**config.mk**
```make
export PLATFORM = sky130hd
export DESIGN_NAME = local_history_predicate_predictor
export DESIGN_NICKNAME = d
export VERILOG_FILES = /design/src/rtl/local_history_predicate_predictor_pkg.sv /design/src/rtl/local_history_predicate_predictor_saturating_counter.sv /design/src/rtl/local_history_predicate_predictor.sv
export SDC_FILE = /design/constraint.sdc
export NUM_CORES = 1
export LEC_CHECK = 0
export CAP_MARGIN = 20
export CORE_MARGIN = 5
export CORE_UTILIZATION = 55
export DETAILED_ROUTE_END_ITERATION = 7
export GPL_TIMING_DRIVEN = 0
export PLACE_DENSITY = 0.78
export REMOVE_ABC_BUFFERS = 1
export SLEW_MARGIN = 20
export SYNTH_ARGS = -nofsm -noshare
export SYNTH_HDL_FRONTEND = slang
export SYNTH_SLANG_ARGS = --single-unit
```
**constraint.sdc**
```tcl
create_clock -name clock -period 3.8 [get_ports clock]
set_input_delay 0.57 -clock clock [delete_from_list [all_inputs] [get_ports clock]]
set_output_delay 0.57 -clock clock [all_outputs]
set_load 0.05 [all_outputs]
```
**src/rtl/local_history_predicate_predictor_pkg.sv**
```systemverilog
// Shared constants and helpers for the local-history predicate predictor.
// Default sizes match the control-path configuration of the predicate unit.
package local_history_predicate_predictor_pkg;

  localparam int TIA_NUM_PREDICATES           = 8;
  localparam int TIA_DI_WIDTH                 = 3;
  localparam int TIA_PREDICTOR_HISTORY_LENGTH = 2;
  localparam int TIA_PREDICTOR_COUNTER_WIDTH  = 2;
  localparam int TIA_PREDICTOR_TABLE_DEPTH    = 2 ** TIA_PREDICTOR_HISTORY_LENGTH;
  localparam int TIA_PREDICTOR_WEAKLY_FALSE   = 2 ** (TIA_PREDICTOR_COUNTER_WIDTH - 1) - 1;

  typedef enum logic [1:0] {
    STAT_IDLE,
    STAT_HIT,
    STAT_MISS,
    STAT_CONFLICT
  } stat_event_e;

  // Weakly-false is the largest counter value whose MSB is still clear.
  function automatic int weakly_false(input int width);
    return 2 ** (width - 1) - 1;
  endfunction

  function automatic stat_event_e classify_stat(input logic hit, input logic miss);
    case ({hit, miss})
      2'b10:   return STAT_HIT;
      2'b01:   return STAT_MISS;
      2'b11:   return STAT_CONFLICT;
      default: return STAT_IDLE;
    endcase
  endfunction

endpackage

```
**src/rtl/local_history_predicate_predictor_saturating_counter.sv**
```systemverilog
// Up/down counter that clamps at zero and at all-ones instead of wrapping.
// Simultaneous increment and decrement cancel out.
module saturating_counter #(
  parameter int               WIDTH       = 2,
  parameter logic [WIDTH-1:0] RESET_VALUE = '0
) (
  input  logic             clock,
  input  logic             reset,
  input  logic             enable,
  input  logic             increment,
  input  logic             decrement,
  input  logic             clear,
  output logic [WIDTH-1:0] value
);

  localparam logic [WIDTH-1:0] MAX_VALUE = '1;

  always_ff @(posedge clock or negedge reset) begin
    if (!reset) begin
      value <= RESET_VALUE;
    end else if (enable) begin
      if (clear) begin
        value <= RESET_VALUE;
      end else if (increment && !decrement) begin
        if (value != MAX_VALUE) value <= value + WIDTH'(1);
      end else if (decrement && !increment) begin
        if (value != '0) value <= value - WIDTH'(1);
      end
    end
  end

endmodule

```
**src/rtl/local_history_predicate_predictor.sv**
```systemverilog
// Two-level local-history predictor: each predicate's outcome history picks a
// saturating counter in its own pattern table; also tracks hit/miss statistics.
module local_history_predicate_predictor
  import local_history_predicate_predictor_pkg::*;
#(
  parameter int NUM_PREDICATES = TIA_NUM_PREDICATES,
  parameter int DI_WIDTH       = TIA_DI_WIDTH,
  parameter int HISTORY_LENGTH = TIA_PREDICTOR_HISTORY_LENGTH,
  parameter int COUNTER_WIDTH  = TIA_PREDICTOR_COUNTER_WIDTH,
  parameter int STAT_WIDTH     = 32
) (
  input  logic                      clock,
  input  logic                      reset,
  input  logic                      enable,
  input  logic                      datapath_write,
  input  logic [DI_WIDTH-1:0]       datapath_di,
  input  logic                      observed_value,
  input  logic                      prediction_hit,
  input  logic                      prediction_miss,
  input  logic                      clear_statistics,
  output logic [NUM_PREDICATES-1:0] predictions,
  output logic [STAT_WIDTH-1:0]     hit_count,
  output logic [STAT_WIDTH-1:0]     miss_count,
  output logic                      protocol_error
);

  localparam int TABLE_DEPTH = 2 ** HISTORY_LENGTH;
  localparam logic [COUNTER_WIDTH-1:0] WEAKLY_FALSE =
    COUNTER_WIDTH'(weakly_false(COUNTER_WIDTH));

  logic [HISTORY_LENGTH-1:0] hist [NUM_PREDICATES];
  logic [COUNTER_WIDTH-1:0]  pht  [NUM_PREDICATES][TABLE_DEPTH];
  logic [NUM_PREDICATES-1:0] write_sel;
  logic [DI_WIDTH:0]         di_ext;
  stat_event_e               stat_event;

  // Out-of-range indices match no predicate, so such writes fall through silently.
  assign di_ext = {1'b0, datapath_di};

  always_comb begin
    write_sel = '0;
    for (int p = 0; p < NUM_PREDICATES; p++) begin
      write_sel[p] = enable && datapath_write && (di_ext == (DI_WIDTH + 1)'(p));
    end
  end

  always_ff @(posedge clock or negedge reset) begin
    if (!reset) begin
      for (int p = 0; p < NUM_PREDICATES; p++) hist[p] <= '0;
    end else begin
      for (int p = 0; p < NUM_PREDICATES; p++) begin
        if (write_sel[p]) hist[p] <= (hist[p] << 1) | HISTORY_LENGTH'(observed_value);
      end
    end
  end

  for (genvar p = 0; p < NUM_PREDICATES; p++) begin : g_pred
    for (genvar e = 0; e < TABLE_DEPTH; e++) begin : g_entry
      logic entry_write;
      assign entry_write = write_sel[p] && (hist[p] == HISTORY_LENGTH'(e));

      saturating_counter #(
        .WIDTH      (COUNTER_WIDTH),
        .RESET_VALUE(WEAKLY_FALSE)
      ) u_counter (
        .clock    (clock),
        .reset    (reset),
        .enable   (enable),
        .increment(entry_write && observed_value),
        .decrement(entry_write && !observed_value),
        .clear    (1'b0),
        .value    (pht[p][e])
      );
    end
  end

  // Read from registered state only; an update becomes visible after its edge.
  always_comb begin
    predictions = '0;
    for (int p = 0; p < NUM_PREDICATES; p++) begin
      predictions[p] = pht[p][hist[p]][COUNTER_WIDTH-1];
    end
  end

  assign stat_event = classify_stat(prediction_hit, prediction_miss);

  saturating_counter #(
    .WIDTH      (STAT_WIDTH),
    .RESET_VALUE('0)
  ) u_hit_counter (
    .clock    (clock),
    .reset    (reset),
    .enable   (enable),
    .increment(stat_event == STAT_HIT),
    .decrement(1'b0),
    .clear    (clear_statistics),
    .value    (hit_count)
  );

  saturating_counter #(
    .WIDTH      (STAT_WIDTH),
    .RESET_VALUE('0)
  ) u_miss_counter (
    .clock    (clock),
    .reset    (reset),
    .enable   (enable),
    .increment(stat_event == STAT_MISS),
    .decrement(1'b0),
    .clear    (clear_statistics),
    .value    (miss_count)
  );

  always_ff @(posedge clock or negedge reset) begin
    if (!reset) begin
      protocol_error <= 1'b0;
    end else if (enable) begin
      if (clear_statistics) protocol_error <= 1'b0;
      else if (stat_event == STAT_CONFLICT) protocol_error <= 1'b1;
    end
  end

endmodule

```
After elaboration in Yosys (flattened, before gate mapping)
Cells that the tools add are included.
Word-level totals
  word-level logic and storage cells: 776
  flip-flop bits (word level): 145
  input port bits: 11
Operators by class
  order comparisons: 8
  multiplexer cells: 161
  add/sub/neg operators: 66
  bitwise gates (word level): 16
  reductions and logical operators: 379
  equality and inequality tests: 103
Operators by type and width (number)
  $mux W2: 144
  $reduce_bool A2 Y1: 101
  $mux W32: 6
  $logic_and A1 B1 Y1: 169
  $ne A2 B2 Y1 const B: 64
  $reduce_and A4 Y1: 32
  $logic_not A1 Y1: 65
  $add A2 B1 Y2 const B: 32
  $add A32 B1 Y32 const B: 2
  $ne A32 B32 Y1 const B: 2
  $sub A2 B1 Y2 const B: 32
  $eq A2 B2 Y1 const B: 20
  $bmux W2 S2: 8
  $ge A3 B3 Y1 const B: 8
  $not A2 Y3: 8
  $eq A2 B1 Y1 const B: 10
  $logic_not A2 Y1: 8
  $or A2 B1 Y2: 8
  $eq A3 B3 Y1 const B: 4
  $eq A3 B2 Y1 const B: 2
  $pmux W2 S3: 1
  $reduce_and A3 Y1: 2
  $logic_not A4 Y1: 1
  $eq A3 B1 Y1 const B: 1
  2 further kinds: 3

Longest topological paths before layout
  depth in word-level cells: 8
  mapped depth: 9

Cells and area by module
Synthesis repeated with hierarchy kept, for this count alone.
Second synthesis, totals
  cells, all modules: 1362
  area total of the unflattened synthesis: 12240.5 µm²
By module, submodules not included
  saturating_counter at g_pred[0].g_entry[0].u_counter ...: area each 148.9 µm², cells each 15, times used 32
  saturating_counter at u_miss_counter: area each 3036.7 µm², cells each 357, times used 1
  saturating_counter at u_hit_counter: area each 3017.9 µm², cells each 344, times used 1
  local_history_predicate_predictor: area each 1421.4 µm², cells each 181, times used 1

Worst setup path before layout
OpenSTA, ideal clock, no wires.
  path type: register to register
  from: register u_hit_counter.value[1]
  to: register u_hit_counter.value[1]
  clock period less this slack: 2759 ps
  setup slack: 1041 ps
  cell stages (with the launch flop): 9
  arrival time: 2638 ps
  required time: 3679 ps
  path through: dfrtp_1 ha_1 nand4_1 or4b_4 o31a_1 and2_4 buf_6 buf_6 a22o_1
Between the ends
  cells in the longest elaborated chain, start to end: 4
  elaborated cells between the ends (all ways): 7
  classes of those cells: add/sub (1); eq/ne (1); mux (3); reduce/logical (2)
Ends and longest elaborated chain
  start, declared: RTL line local_history_predicate_predictor_saturating_counter.sv:13  | output logic [WIDTH-1:0] value
  start signal, assigned: RTL line local_history_predicate_predictor_saturating_counter.sv:25  | if (value != MAX_VALUE) value <= value + WIDTH'(1);
  start signal, assigned: RTL line local_history_predicate_predictor_saturating_counter.sv:27  | if (value != '0) value <= value - WIDTH'(1);
  $add A32 B1 Y32: RTL line local_history_predicate_predictor_saturating_counter.sv:25
  $mux W32: RTL line local_history_predicate_predictor_saturating_counter.sv:25
  $mux W32: RTL line local_history_predicate_predictor_saturating_counter.sv:24  | end else if (increment && !decrement) begin
  $mux W32: RTL line local_history_predicate_predictor_saturating_counter.sv:22  | if (clear) begin
Parallel ways exist; a longest one is shown, timed or not. The select of a mux whose other input is x is not followed.
A chain may end at the register's enable or synchronous reset.

Worst setup path after layout
  from: input enable
  to: register u_miss_counter.value[17]
Between the ends
  cells in the longest elaborated chain, start to end: 1
Ends and longest elaborated chain
  start, declared: RTL line local_history_predicate_predictor.sv:14  | input logic enable,
  $reduce_and A3 Y1 (no line)
  end signal, assigned: RTL line local_history_predicate_predictor_saturating_counter.sv:25
  end signal, assigned: RTL line local_history_predicate_predictor_saturating_counter.sv:27
  end, declared: RTL line local_history_predicate_predictor_saturating_counter.sv:13
No other way between the ends.

==> impl_metrics.toml <==
[sta]
post-route-period-util = 0.768
final_period_minus_worst_setup_slack_ps = 2920
setup_violations = 0
relSlewSlack = 0.391
finalMaxSlewViolations = 0
finalHoldWorstSlack_ps = 46.5
max_slew.worst_pin.slew_ps = 912
maxClockFrequency_mhz = 343
hold_violations = 0
finalClockSkew_ps = 4.92
grt_setup_unrepaired = "no"

[clock_tree]
ctsLongestPathBuffers = 2
worstSkewPairLatency_ps = 420
clockRootBuffer = "clkbuf_16"
worst_setup_hold_path_clk_slew_ps = 60
htree_num_levels = 4
count_of_hold_fix_buffers_inserted_at_cts = 0
cts.sinks = 145
numCtsBuffers = 17
tritoncts = "built"

[placement]
quantity_of_i_o_buffers_inserted_on_ports = 83
gpl.final_weighted_congestion = 0.818
dp_hpwl_mm = 12.3
placed_cells = 1156
post_dp_cell_area_um2 = 9030

[setup_path]
cp_max_fo = 33
r2r_slack_ps = 920
cp.arrival_ps = 3240
critical-path-top-delay-family = "simple AND/OR/NAND/NOR gates"
critPathCaptureType = "flip-flop"
worst_path_most_repeated_cell = "nand2_1"
cp_data_required_time_ps = 4130
critPathKind = "primary input to flip-flop"
startpoint_type = "primary input"
buf_inv_on_cp = 3
cp_slowest_stage_delay_ps = 580
critical_path.startpoint = "enable"
crit_slowest_cell = "nor2_2"
critical_path.cell_chain = "buf_2 > clkinv_1 > nor2_1 > nand2_1 > nor2_2 > buf_6 > nand2_1 > o31ai_1"
worstReg2RegStart = "u_hit_counter.value[1]$_DFFE_PN0P_"

[synth]
proportion_of_register_bits_with_asynchronous_set_or_reset_after_synthesis = 1.00
synth.yosys.seq_area_share = 0.453
yosys.cell_count.top_type = "o21ai_0"
syn-cell-area_um2 = 8100
synthDominantAreaCellType = "dfrtp_1"
synth_top_cell_area_share = 0.349
synth.distinct_cells = 56
synth_flop_cell = "dfrtp_1"
ys.warnings.count = 0
synth_enable_flop_cells = 0
postSynthRegisterBits = 145
postSynthCellCount = 935
postSynthAreaPerCell_um2 = 8.66
synth_commonest_cells = "o21ai_0 (125), dfrtp_1 (113), nand2_1 (109)"
synthTopCellsByArea = "dfrtp_1 (35%), dfstp_2 (10%), o21ai_0 (7.7%)"

[cells_and_area]
postLayoutCellArea_um2 = 9680
filler_cell_count = 1157
final-instance-count-excl-fill = 1188
final_nets = 1004
antenna_cells_inserted = 0
area_growth_pct = 19.5
post_route_cells_drive_above_1_share = 0.0986

[global_route]
grt_antenna_before_repair = 0
wire_length_of_the_first_global_routing_pass_mm = 32.7
number_of_global_route_vias_before_repair = 6898
global_route.usage.total = 0.221
grt_max_degree = 99
globalRouteOverflowTotal = 0

[floorplanning]
design.portCount = 84
initial_core_util = 0.560
die_y_um = 131
die_width_um = 131
num_rows = 44
die-area_um2 = 17300
design.core.area_um2 = 14500

[detailed_routing]
drt-initial-drc-count = 574
postRouteWirelength_mm = 18.7
vias_per_cell = 5.99
antenna_violating_nets_post_route = 0
detail_route.drc_violations = 0
final_routed_wire_length_divided_by_cell_count_um = 15.7
detailedRoute.firstPassIterationCount = 5
vias = 7119

[power]
power_leakage_nw = 3.76
max-vdd-ir-drop_mv = 0.333
power_per_cell_area_nw_per_um2 = 451

[flow_run]
max-cap-violations = 0

[min_path]
holdCritPathClass = "primary input to async pin"

[status]
run_status = "finished clean"
==> state kept, by name, indices dropped and copies added (netlist names) <==
signal / count
g_pred.g_entry.u_counter.value: 64
hist: 16
u_hit_counter.value: 32
protocol_error: 1
u_miss_counter.value: 32
==> per-layer routing <==
metal | vias to the layer above | track usage | part of all wire
met5 | - | 0 | 0
met4 | 0 | 0.0646 | 0.0093
met3 | 14 | 0.0573 | 0.054
met2 | 185 | 0.351 | 0.48
met1 | 3419 | 0.300 | 0.46
li1 | 3501 | - | -
==> layout make-up <==
class / count / area, um^2 / area share
sequential: 145 / 3670 / 0.379
clock inverter: 11 / 183 / 0.0189
multi-input combinational: 696 / 4070 / 0.420
clock buffer: 21 / 470 / 0.0486
inverter: 42 / 158 / 0.0163
tap: 184 / 230 / 0.0238
timing repair buffer: 89 / 905 / 0.0934
==> stage by stage <==
stage	power, mW	util	worst slack, ps	setup TNS (ps)
global placement	2.52	0.618	-3750	-542060
global route	4.56	0.669	588	0
detailed placement	2.55	0.624	-528	-11980
floorplan	2.30	-	-506	-11400
CTS	4.40	0.669	207	0
finish	4.36	0.669	882	0
==> cells by family (layout without fill, tap and decap cells) <==
family                     count (synthesis)  in the layout  synth area share
adders and majority gates                 11             11            0.0142
buffers and inverters                     94            163            0.0462
DFF                                      145            145             0.453
muxes                                     34             34            0.0554
and+or+nand+nor                          398            398             0.253
AOI/OAI and AO/OA                        253            253             0.179
==> final timing paths <==
check                                                                      endpoint  depth (start not counted)
worst min-delay path                                           hist[10]$_DFFE_PN0N_                          1
worst min register to register  g_pred[7].g_entry[1].u_counter.value[0]$_DFFE_PN1P_                          1
min in group clock              g_pred[7].g_entry[1].u_counter.value[0]$_DFFE_PN1P_                          1
max in group asynchronous       g_pred[3].g_entry[2].u_counter.value[0]$_DFFE_PN1P_                          2
worst max-delay path                           u_miss_counter.value[17]$_DFFE_PN0P_                          8
worst max register to register                  u_hit_counter.value[31]$_DFFE_PN0P_                          7
==> cell usage in the layout, fill, tap and decap left out, types with 5 or more instances in the layout <==
cell	n
a21oi_1	65
a31oi_1	16
and2_1	6
and3_1	13
and4_1	9
bufinv_16	5
clkbuf_16	17
clkdlybuf4s50_1	79
clkinv_2	5
dfrtp_1	113
dfstp_2	32
inv_1	41
maj3_1	9
mux2_2	7
mux2i_1	19
mux4_2	8
nand2_1	109
nand2b_1	15
nand3_1	43
nand3b_1	15
nand4_1	19
nor2_1	68
nor2b_1	8
nor3_1	36
nor3b_1	11
nor4_1	6
o21ai_0	125
o311ai_0	6
o31ai_1	7
or3_1	19
or4_1	5
==> timing repair <==
item,in CTS,in global routing
resized for setup,1,0
setup buffers,0,0
setup endpoints to repair,12,0
==> where the power goes <==
part	internal, mW	switching, mW
Combinational	0.234	0.359
Clock	1.21	0.631
Sequential	1.73	0.193
No activity file was read; power rests on OpenSTA's default activity.
